File: config.mk
export PLATFORM = sky130hd
export DESIGN_NAME = stack_sequencer_flat
export DESIGN_NICKNAME = d
export VERILOG_FILES = /design/src/rtl/mos_pkg.sv /design/src/rtl/stack_sequencer_if.sv /design/src/rtl/stack_sequencer.sv /design/src/flat_wrapper.sv
export SDC_FILE = /design/constraint.sdc
export NUM_CORES = 1
export LEC_CHECK = 0
export CAP_MARGIN = 20
export CORE_AREA = 2 2 96 98
export CTS_BUF_LIST = sky130_fd_sc_hd__clkbuf_2 sky130_fd_sc_hd__clkbuf_4 sky130_fd_sc_hd__clkbuf_8
export DETAILED_ROUTE_END_ITERATION = 8
export DIE_AREA = 0 0 98 100
export PLACE_DENSITY_LB_ADDON = 0.12
export SLEW_MARGIN = 20
export SYNTH_ARGS = -nofsm -noshare
export SYNTH_HDL_FRONTEND = slang
export SYNTH_SLANG_ARGS = --single-unit
File: constraint.sdc
create_clock -name clk_2 -period 2.2 [get_ports clk_2]
set_input_delay 0.55 -clock clk_2 [delete_from_list [all_inputs] [get_ports clk_2]]
set_output_delay 0.55 -clock clk_2 [all_outputs]
set_load 0.01 [all_outputs]
File: src/rtl/mos_pkg.sv
// Shared MOSby types: stack op encoding, stack page, P bits
// and the stack sequencer's state and byte-select enums.
package mos_pkg;

   typedef enum logic [2:0] {
      OP_PHA      = 3'd0,
      OP_PHP      = 3'd1,
      OP_PLA      = 3'd2,
      OP_PLP      = 3'd3,
      OP_PUSH_PC  = 3'd4,
      OP_PULL_PC  = 3'd5,
      OP_PUSH_INT = 3'd6,
      OP_PULL_INT = 3'd7
   } stack_op_t;

   localparam logic [7:0] STACK_PAGE = 8'h01;
   localparam int P_B = 4;
   localparam int P_U = 5;

   typedef enum logic [1:0] {
      ST_IDLE,
      ST_XFER,
      ST_DONE
   } seq_state_t;

   typedef enum logic [2:0] {
      SEL_A,
      SEL_P,
      SEL_PHP,
      SEL_PINT,
      SEL_PCL,
      SEL_PCH
   } byte_sel_t;

   typedef struct packed {
      logic      push;
      logic      last;
      byte_sel_t sel;
   } step_t;

endpackage

File: src/rtl/stack_sequencer_if.sv
// Byte-wide memory bus between the stack sequencer
// (master) and the memory system (slave).
interface stack_sequencer_if;
   logic [15:0] mem_addr;
   logic [7:0]  mem_wdata;
   logic        mem_we;
   logic        mem_re;
   logic [7:0]  mem_rdata;
   logic        mem_ready;

   modport master (
      output mem_addr, mem_wdata, mem_we, mem_re,
      input  mem_rdata, mem_ready
   );

   modport slave (
      input  mem_addr, mem_wdata, mem_we, mem_re,
      output mem_rdata, mem_ready
   );
endinterface

File: src/rtl/stack_sequencer.sv
// Multi-cycle stack engine: pushes/pulls A, P and PC through
// page STACK_PAGE and commits SP with the pulled data.
module stack_sequencer #(
   parameter logic [7:0] STACK_PAGE = mos_pkg::STACK_PAGE
) (
   input  logic        clk_2,
   input  logic        rst,
   input  logic        start,
   input  logic [2:0]  op,
   input  logic        brk,
   input  logic [7:0]  sp_in,
   input  logic [7:0]  a_in,
   input  logic [7:0]  p_in,
   input  logic [15:0] pc_in,
   stack_sequencer_if.master mem,
   output logic        busy,
   output logic        done,
   output logic        sp_wr,
   output logic        a_wr,
   output logic        p_wr,
   output logic        pc_wr,
   output logic [7:0]  sp_wdata,
   output logic [7:0]  a_wdata,
   output logic [7:0]  p_wdata,
   output logic [15:0] pc_wdata
);
   import mos_pkg::*;

   seq_state_t  state_q, state_d;
   stack_op_t   op_q, op_d;
   logic        brk_q, brk_d;
   logic [7:0]  sp_q, sp_d;
   logic [7:0]  a_q, a_d;
   logic [7:0]  p_q, p_d;
   logic [15:0] pc_q, pc_d;
   logic [1:0]  idx_q, idx_d;

   step_t      step;
   logic [7:0] sp_inc;
   logic [7:0] pdata;

   // Byte order per op; idx selects the byte within the op.
   function automatic step_t step_of(
      input stack_op_t o,
      input logic [1:0] i
   );
      step_t s;
      s.push = 1'b0;
      s.last = 1'b1;
      s.sel  = SEL_A;
      unique case (o)
         OP_PHA: begin
            s.push = 1'b1;
            s.sel  = SEL_A;
         end
         OP_PHP: begin
            s.push = 1'b1;
            s.sel  = SEL_PHP;
         end
         OP_PLA: s.sel = SEL_A;
         OP_PLP: s.sel = SEL_P;
         OP_PUSH_PC: begin
            s.push = 1'b1;
            s.last = (i == 2'd1);
            s.sel  = (i == 2'd0) ? SEL_PCH : SEL_PCL;
         end
         OP_PULL_PC: begin
            s.last = (i == 2'd1);
            s.sel  = (i == 2'd0) ? SEL_PCL : SEL_PCH;
         end
         OP_PUSH_INT: begin
            s.push = 1'b1;
            s.last = (i == 2'd2);
            s.sel  = (i == 2'd0) ? SEL_PCH :
                     (i == 2'd1) ? SEL_PCL : SEL_PINT;
         end
         OP_PULL_INT: begin
            s.last = (i == 2'd2);
            s.sel  = (i == 2'd0) ? SEL_P :
                     (i == 2'd1) ? SEL_PCL : SEL_PCH;
         end
         default: ;
      endcase
      return s;
   endfunction

   always_comb begin
      step   = step_of(op_q, idx_q);
      sp_inc = sp_q + 8'd1;
      pdata  = 8'h00;
      unique case (step.sel)
         SEL_A:    pdata = a_q;
         SEL_P:    pdata = p_q;
         SEL_PHP:  pdata = p_q | 8'h30;
         SEL_PINT: pdata = {p_q[7:6], 1'b1, brk_q, p_q[3:0]};
         SEL_PCL:  pdata = pc_q[7:0];
         SEL_PCH:  pdata = pc_q[15:8];
         default:  pdata = 8'h00;
      endcase
   end

   always_comb begin
      state_d = state_q;
      op_d    = op_q;
      brk_d   = brk_q;
      sp_d    = sp_q;
      a_d     = a_q;
      p_d     = p_q;
      pc_d    = pc_q;
      idx_d   = idx_q;
      unique case (state_q)
         ST_IDLE: begin
            if (start) begin
               state_d = ST_XFER;
               op_d    = stack_op_t'(op);
               brk_d   = brk;
               sp_d    = sp_in;
               a_d     = a_in;
               p_d     = p_in;
               pc_d    = pc_in;
               idx_d   = 2'd0;
            end
         end
         ST_XFER: begin
            if (mem.mem_ready) begin
               idx_d = idx_q + 2'd1;
               if (step.push) begin
                  sp_d = sp_q - 8'd1;
               end else begin
                  sp_d = sp_inc;
                  unique case (step.sel)
                     SEL_A:   a_d = mem.mem_rdata;
                     SEL_P: begin
                        p_d      = mem.mem_rdata;
                        p_d[P_U] = 1'b1;
                        p_d[P_B] = 1'b0;
                     end
                     SEL_PCL: pc_d[7:0]  = mem.mem_rdata;
                     SEL_PCH: pc_d[15:8] = mem.mem_rdata;
                     default: ;
                  endcase
               end
               if (step.last) begin
                  state_d = ST_DONE;
               end
            end
         end
         ST_DONE: state_d = ST_IDLE;
         default: state_d = ST_IDLE;
      endcase
   end

   // Bus and commit outputs decode registered state only.
   always_comb begin
      mem.mem_addr  = 16'h0000;
      mem.mem_wdata = 8'h00;
      mem.mem_we    = 1'b0;
      mem.mem_re    = 1'b0;
      busy     = (state_q != ST_IDLE);
      done     = 1'b0;
      sp_wr    = 1'b0;
      a_wr     = 1'b0;
      p_wr     = 1'b0;
      pc_wr    = 1'b0;
      sp_wdata = 8'h00;
      a_wdata  = 8'h00;
      p_wdata  = 8'h00;
      pc_wdata = 16'h0000;
      if (state_q == ST_XFER) begin
         mem.mem_addr = {STACK_PAGE,
                         step.push ? sp_q : sp_inc};
         mem.mem_we   = step.push;
         mem.mem_re   = !step.push;
         if (step.push) begin
            mem.mem_wdata = pdata;
         end
      end
      if (state_q == ST_DONE) begin
         done     = 1'b1;
         sp_wr    = 1'b1;
         a_wr     = (op_q == OP_PLA);
         p_wr     = (op_q == OP_PLP) ||
                    (op_q == OP_PULL_INT);
         pc_wr    = (op_q == OP_PULL_PC) ||
                    (op_q == OP_PULL_INT);
         sp_wdata = sp_q;
         a_wdata  = a_q;
         p_wdata  = p_q;
         pc_wdata = pc_q;
      end
   end

   always_ff @(posedge clk_2 or negedge rst) begin
      if (!rst) begin
         state_q <= ST_IDLE;
         op_q    <= OP_PHA;
         brk_q   <= 1'b0;
         sp_q    <= 8'h00;
         a_q     <= 8'h00;
         p_q     <= 8'h00;
         pc_q    <= 16'h0000;
         idx_q   <= 2'd0;
      end else begin
         state_q <= state_d;
         op_q    <= op_d;
         brk_q   <= brk_d;
         sp_q    <= sp_d;
         a_q     <= a_d;
         p_q     <= p_d;
         pc_q    <= pc_d;
         idx_q   <= idx_d;
      end
   end

endmodule

File: src/flat_wrapper.sv
// flat-port wrapper written by rule: the top's interface ports become plain ports
module stack_sequencer_flat import mos_pkg::*;
#(
   parameter logic [7:0] STACK_PAGE = mos_pkg::STACK_PAGE
)
  (clk_2, rst, start, op, brk, sp_in, a_in, p_in, pc_in, busy, done, sp_wr, a_wr, p_wr, pc_wr, sp_wdata, a_wdata, p_wdata, pc_wdata, mem_mem_addr, mem_mem_wdata, mem_mem_we, mem_mem_re, mem_mem_rdata, mem_mem_ready);
  stack_sequencer_if mem_i ();
  input  logic clk_2;
  input  logic rst;
  input  logic start;
  input  logic [2:0] op;
  input  logic brk;
  input  logic [7:0] sp_in;
  input  logic [7:0] a_in;
  input  logic [7:0] p_in;
  input  logic [15:0] pc_in;
  output logic busy;
  output logic done;
  output logic sp_wr;
  output logic a_wr;
  output logic p_wr;
  output logic pc_wr;
  output logic [7:0] sp_wdata;
  output logic [7:0] a_wdata;
  output logic [7:0] p_wdata;
  output logic [15:0] pc_wdata;
  output wire logic [$bits(mem_i.mem_addr)-1:0] mem_mem_addr;
  output wire logic [$bits(mem_i.mem_wdata)-1:0] mem_mem_wdata;
  output wire logic [$bits(mem_i.mem_we)-1:0] mem_mem_we;
  output wire logic [$bits(mem_i.mem_re)-1:0] mem_mem_re;
  input wire logic [$bits(mem_i.mem_rdata)-1:0] mem_mem_rdata;
  input wire logic [$bits(mem_i.mem_ready)-1:0] mem_mem_ready;
  assign mem_mem_addr = mem_i.mem_addr;
  assign mem_mem_wdata = mem_i.mem_wdata;
  assign mem_mem_we = mem_i.mem_we;
  assign mem_mem_re = mem_i.mem_re;
  assign mem_i.mem_rdata = mem_mem_rdata;
  assign mem_i.mem_ready = mem_mem_ready;
  stack_sequencer #(.STACK_PAGE(STACK_PAGE)) u_core (.clk_2(clk_2), .rst(rst), .start(start), .op(op), .brk(brk), .sp_in(sp_in), .a_in(a_in), .p_in(p_in), .pc_in(pc_in), .mem(mem_i), .busy(busy), .done(done), .sp_wr(sp_wr), .a_wr(a_wr), .p_wr(p_wr), .pc_wr(pc_wr), .sp_wdata(sp_wdata), .a_wdata(a_wdata), .p_wdata(p_wdata), .pc_wdata(pc_wdata));
endmodule
==> results.toml <==
[setup_path]
crit_path_end_kind = "output pin"
worst_setup_path_start_kind = "flop"
arrival_ns = 2.23
worstPathMaxFanout = 6
required_ns = 1.65
crit_type = "reg2out"

[outcome]
violations = "setup timing"
status = "complete, but fails checks"

[routing]
finalWirelength_um = 12800
ant_nets = 0
route.detailed.drc = 0
wire_per_inst_um = 17.8
drtIter0Drc = 165
avgViaCountPerCell = 5.34
num_vias = 3848
dr.pass1.iters = 4

[final_layout]
fin_nets = 670
diodes = 0
final_cell_mix = "buf_4 (69), clkdlybuf4s50_1 (54), and2_1 (46)"
final_common_cell = "buf_4"
finish.utilization_pct = 63.2
fin_area_sq_mm = 0.00562
final_layout_size_suffix_gt1_share_pct = 35.8
area_growth_pct = 56.0

[die]
core_area_sq_mm = 0.00889
ioPinCount = 128
die-area_sq_mm = 0.00980
rows = 35
die_x_um = 98
die_y_um = 100
start_util_pct = 40.5

[placed_design]
post-dp-hpwl_um = 9020
dpl_cell_area_sq_mm = 0.00524
place_ws_ns = -0.622
io_buffers = 120
routabilityCongestion = 0.892

[sta]
slew_viol_final = 0
worst_slack_ns = -0.581
period_minus_slack_ns = 2.78
maxSlewHeadroom_pct = 51.0
max_freq_ghz = 0.360
timing.hold.ws_ns = 0.342
hold_violations = 0
setup_viol = 16
rsz0062_at_grt = "true"
final.period_utilization_pct = 126
worst_clock_skew_ns = 0.00599
worst_pin_slew_ns = 0.732

[min_path]
min_path_type = "in2async"

[power]
peakVddDrop_mv = 0.620
p_per_area_mw_per_mm2 = 1570
p_leak_uw = 0.00258

[logic_synthesis]
synth_warnings = 0
yosys.area.top_type_share_pct = 33.4
yosys_register_bits = 48
async_flop_share_pct = 100
yosys-top-cells-area = "dfrtp_1 (33%), and2_1 (8.5%), a21oi_1 (6.3%)"
syn_avg_cell_area_sq_um = 8.43
postSynthCellCount = 427
seq_area_frac_synth_pct = 33.4
netlist_area_sq_mm = 0.00360
yosys.area.top_type = "dfrtp_1"
yosysUniqueCellTypes = 62
ys.flop_type = "dfrtp_1"
synth_edf_count = 0

[clock_network]
tritoncts = "done"
hold_buffers = 0
clkTransAtPathRegs_ns = 0.10
clockRootBuffer = "clkbuf_8"
clk_latency_ns = 0.31
h-tree-depth = 2
cts.sinks = 48
cts_buffers = 5
ctsLongestPathBuffers = 2

[grt]
grt_max_degree = 49
grt_pass1_vias = 3841
gr-total-overflow = 0
grt_pass1_wl_um = 20400
antenna_found_initial = 0
grtUsageTotal_pct = 26.1

[run]
maxCapViolCount = 0
==> routing by layer <==
layer	part of all wire, %	GRT usage, %
met3	5.5	4.74
met4	2.0	8.33
met5	0	0
met1	42	32.5
met2	51	45.9
==> state kept, by name, summed over array words and instances, names as in the netlist <==
name,count
u_core.sp_q,8
u_core.state_q,2
u_core.pc_q,16
u_core.brk_q,1
u_core.idx_q,2
u_core.a_q,8
u_core.p_q,8
u_core.op_q,3
==> where the power goes <==
group	total, uW	switching [uW]	internal, uW
sequential	1800	455	1350
combinational	6300	3250	3050
clock	707	335	373
==> critical path, stage by stage (launching register included) <==
cell       delay [ns]
dfrtp_2          0.45
inv_2            0.08
ha_4             0.18
a211oi_2         0.30
a2111oi_4        0.09
buf_4            0.15
a222oi_1         0.35
a31oi_1          0.16
buf_2            0.16
==> synth_stat cells, types with 2 or more instances <==
| cell | count |
|---|---|
| dfrtp_1 | 48 |
| a21oi_1 | 45 |
| xor2_1 | 2 |
| nand3_1 | 4 |
| nor2_1 | 24 |
| or2_2 | 2 |
| buf_2 | 18 |
| o21ai_0 | 24 |
| ha_1 | 6 |
| mux2_2 | 8 |
| buf_4 | 14 |
| nor3_1 | 6 |
| nand4_1 | 13 |
| o21ai_1 | 3 |
| and3_1 | 6 |
| o22ai_1 | 2 |
| o31ai_1 | 9 |
| nand2_1 | 16 |
| xnor2_1 | 3 |
| a22o_1 | 2 |
| o211ai_1 | 4 |
| mux2i_1 | 18 |
| nand3b_1 | 4 |
| or4_1 | 2 |
| inv_1 | 28 |
| or3b_2 | 2 |
| nand2b_1 | 2 |
| clkbuf_1 | 9 |
| a21oi_2 | 3 |
| a2111o_1 | 2 |
| and2_1 | 49 |
| a31oi_1 | 10 |
| o311ai_1 | 2 |
| a22oi_1 | 6 |
| nor2b_1 | 3 |
| o21a_1 | 2 |
==> what timing repair did <==
action / 4_1_cts / 5_1_grt
resized for setup: 185 / 86
setup buffers: 17 / 15
gates cloned: 1 / 0
setup endpoints to repair: 65 / 69
pin swaps: 12 / 17
==> per-stage QoR <==
step / setup TNS (ns) / total power [uW] / instances
floorplan: -0.571 / 4960 / 433
global placement: -7.71 / 7160 / 681
detailed placement: -8.41 / 7290 / 681
CTS: -6.73 / 8260 / 707
global route: -6.46 / 9400 / 720
finish: -5.14 / 8810 / 720
==> final timing paths <==
path / slack, ns / start / depth (start not counted) / endpoint
setup / recovery: -0.58 / u_core.idx_q[0]$_DFFE_PN0P_ / 8 / mem_mem_wdata[4]
hold / removal: 0.34 / rst / 2 / u_core.sp_q[2]$_DFFE_PN0P_
setup reg to reg: 0.08 / u_core.sp_q[1]$_DFFE_PN0P_ / 8 / u_core.sp_q[4]$_DFFE_PN0P_
hold reg to reg: 0.54 / u_core.pc_q[1]$_DFFE_PN0P_ / 2 / u_core.pc_q[1]$_DFFE_PN0P_
max in group asynchronous: 1.37 / rst / 2 / u_core.idx_q[0]$_DFFE_PN0P_
min in group clk_2: 0.54 / u_core.pc_q[1]$_DFFE_PN0P_ / 2 / u_core.pc_q[1]$_DFFE_PN0P_
==> logic make-up after synthesis <==
group | synth area share (%)
AOI/OAI and AO/OA | 23.5
xor gates and xnor gates | 1.22
adders and majority gates | 2.08
buffers and inverters | 9.83
DFF | 33.4
muxes | 7.89
other | 0.104
and+or+nand+nor | 22.0
==> layout make-up <==
| type | instances | area (sq um) |
|---|---|---|
| clock buffers | 6 | 82.6 |
| clock inverters | 2 | 38.8 |
| fillers | 793 | 3270 |
| inverters | 28 | 105 |
| multi-input cells | 313 | 2270 |
| flip-flops and latches | 48 | 1210 |
| well taps | 111 | 139 |
| repair buffers | 212 | 1770 |
Power figures use the tool's default switching activity.
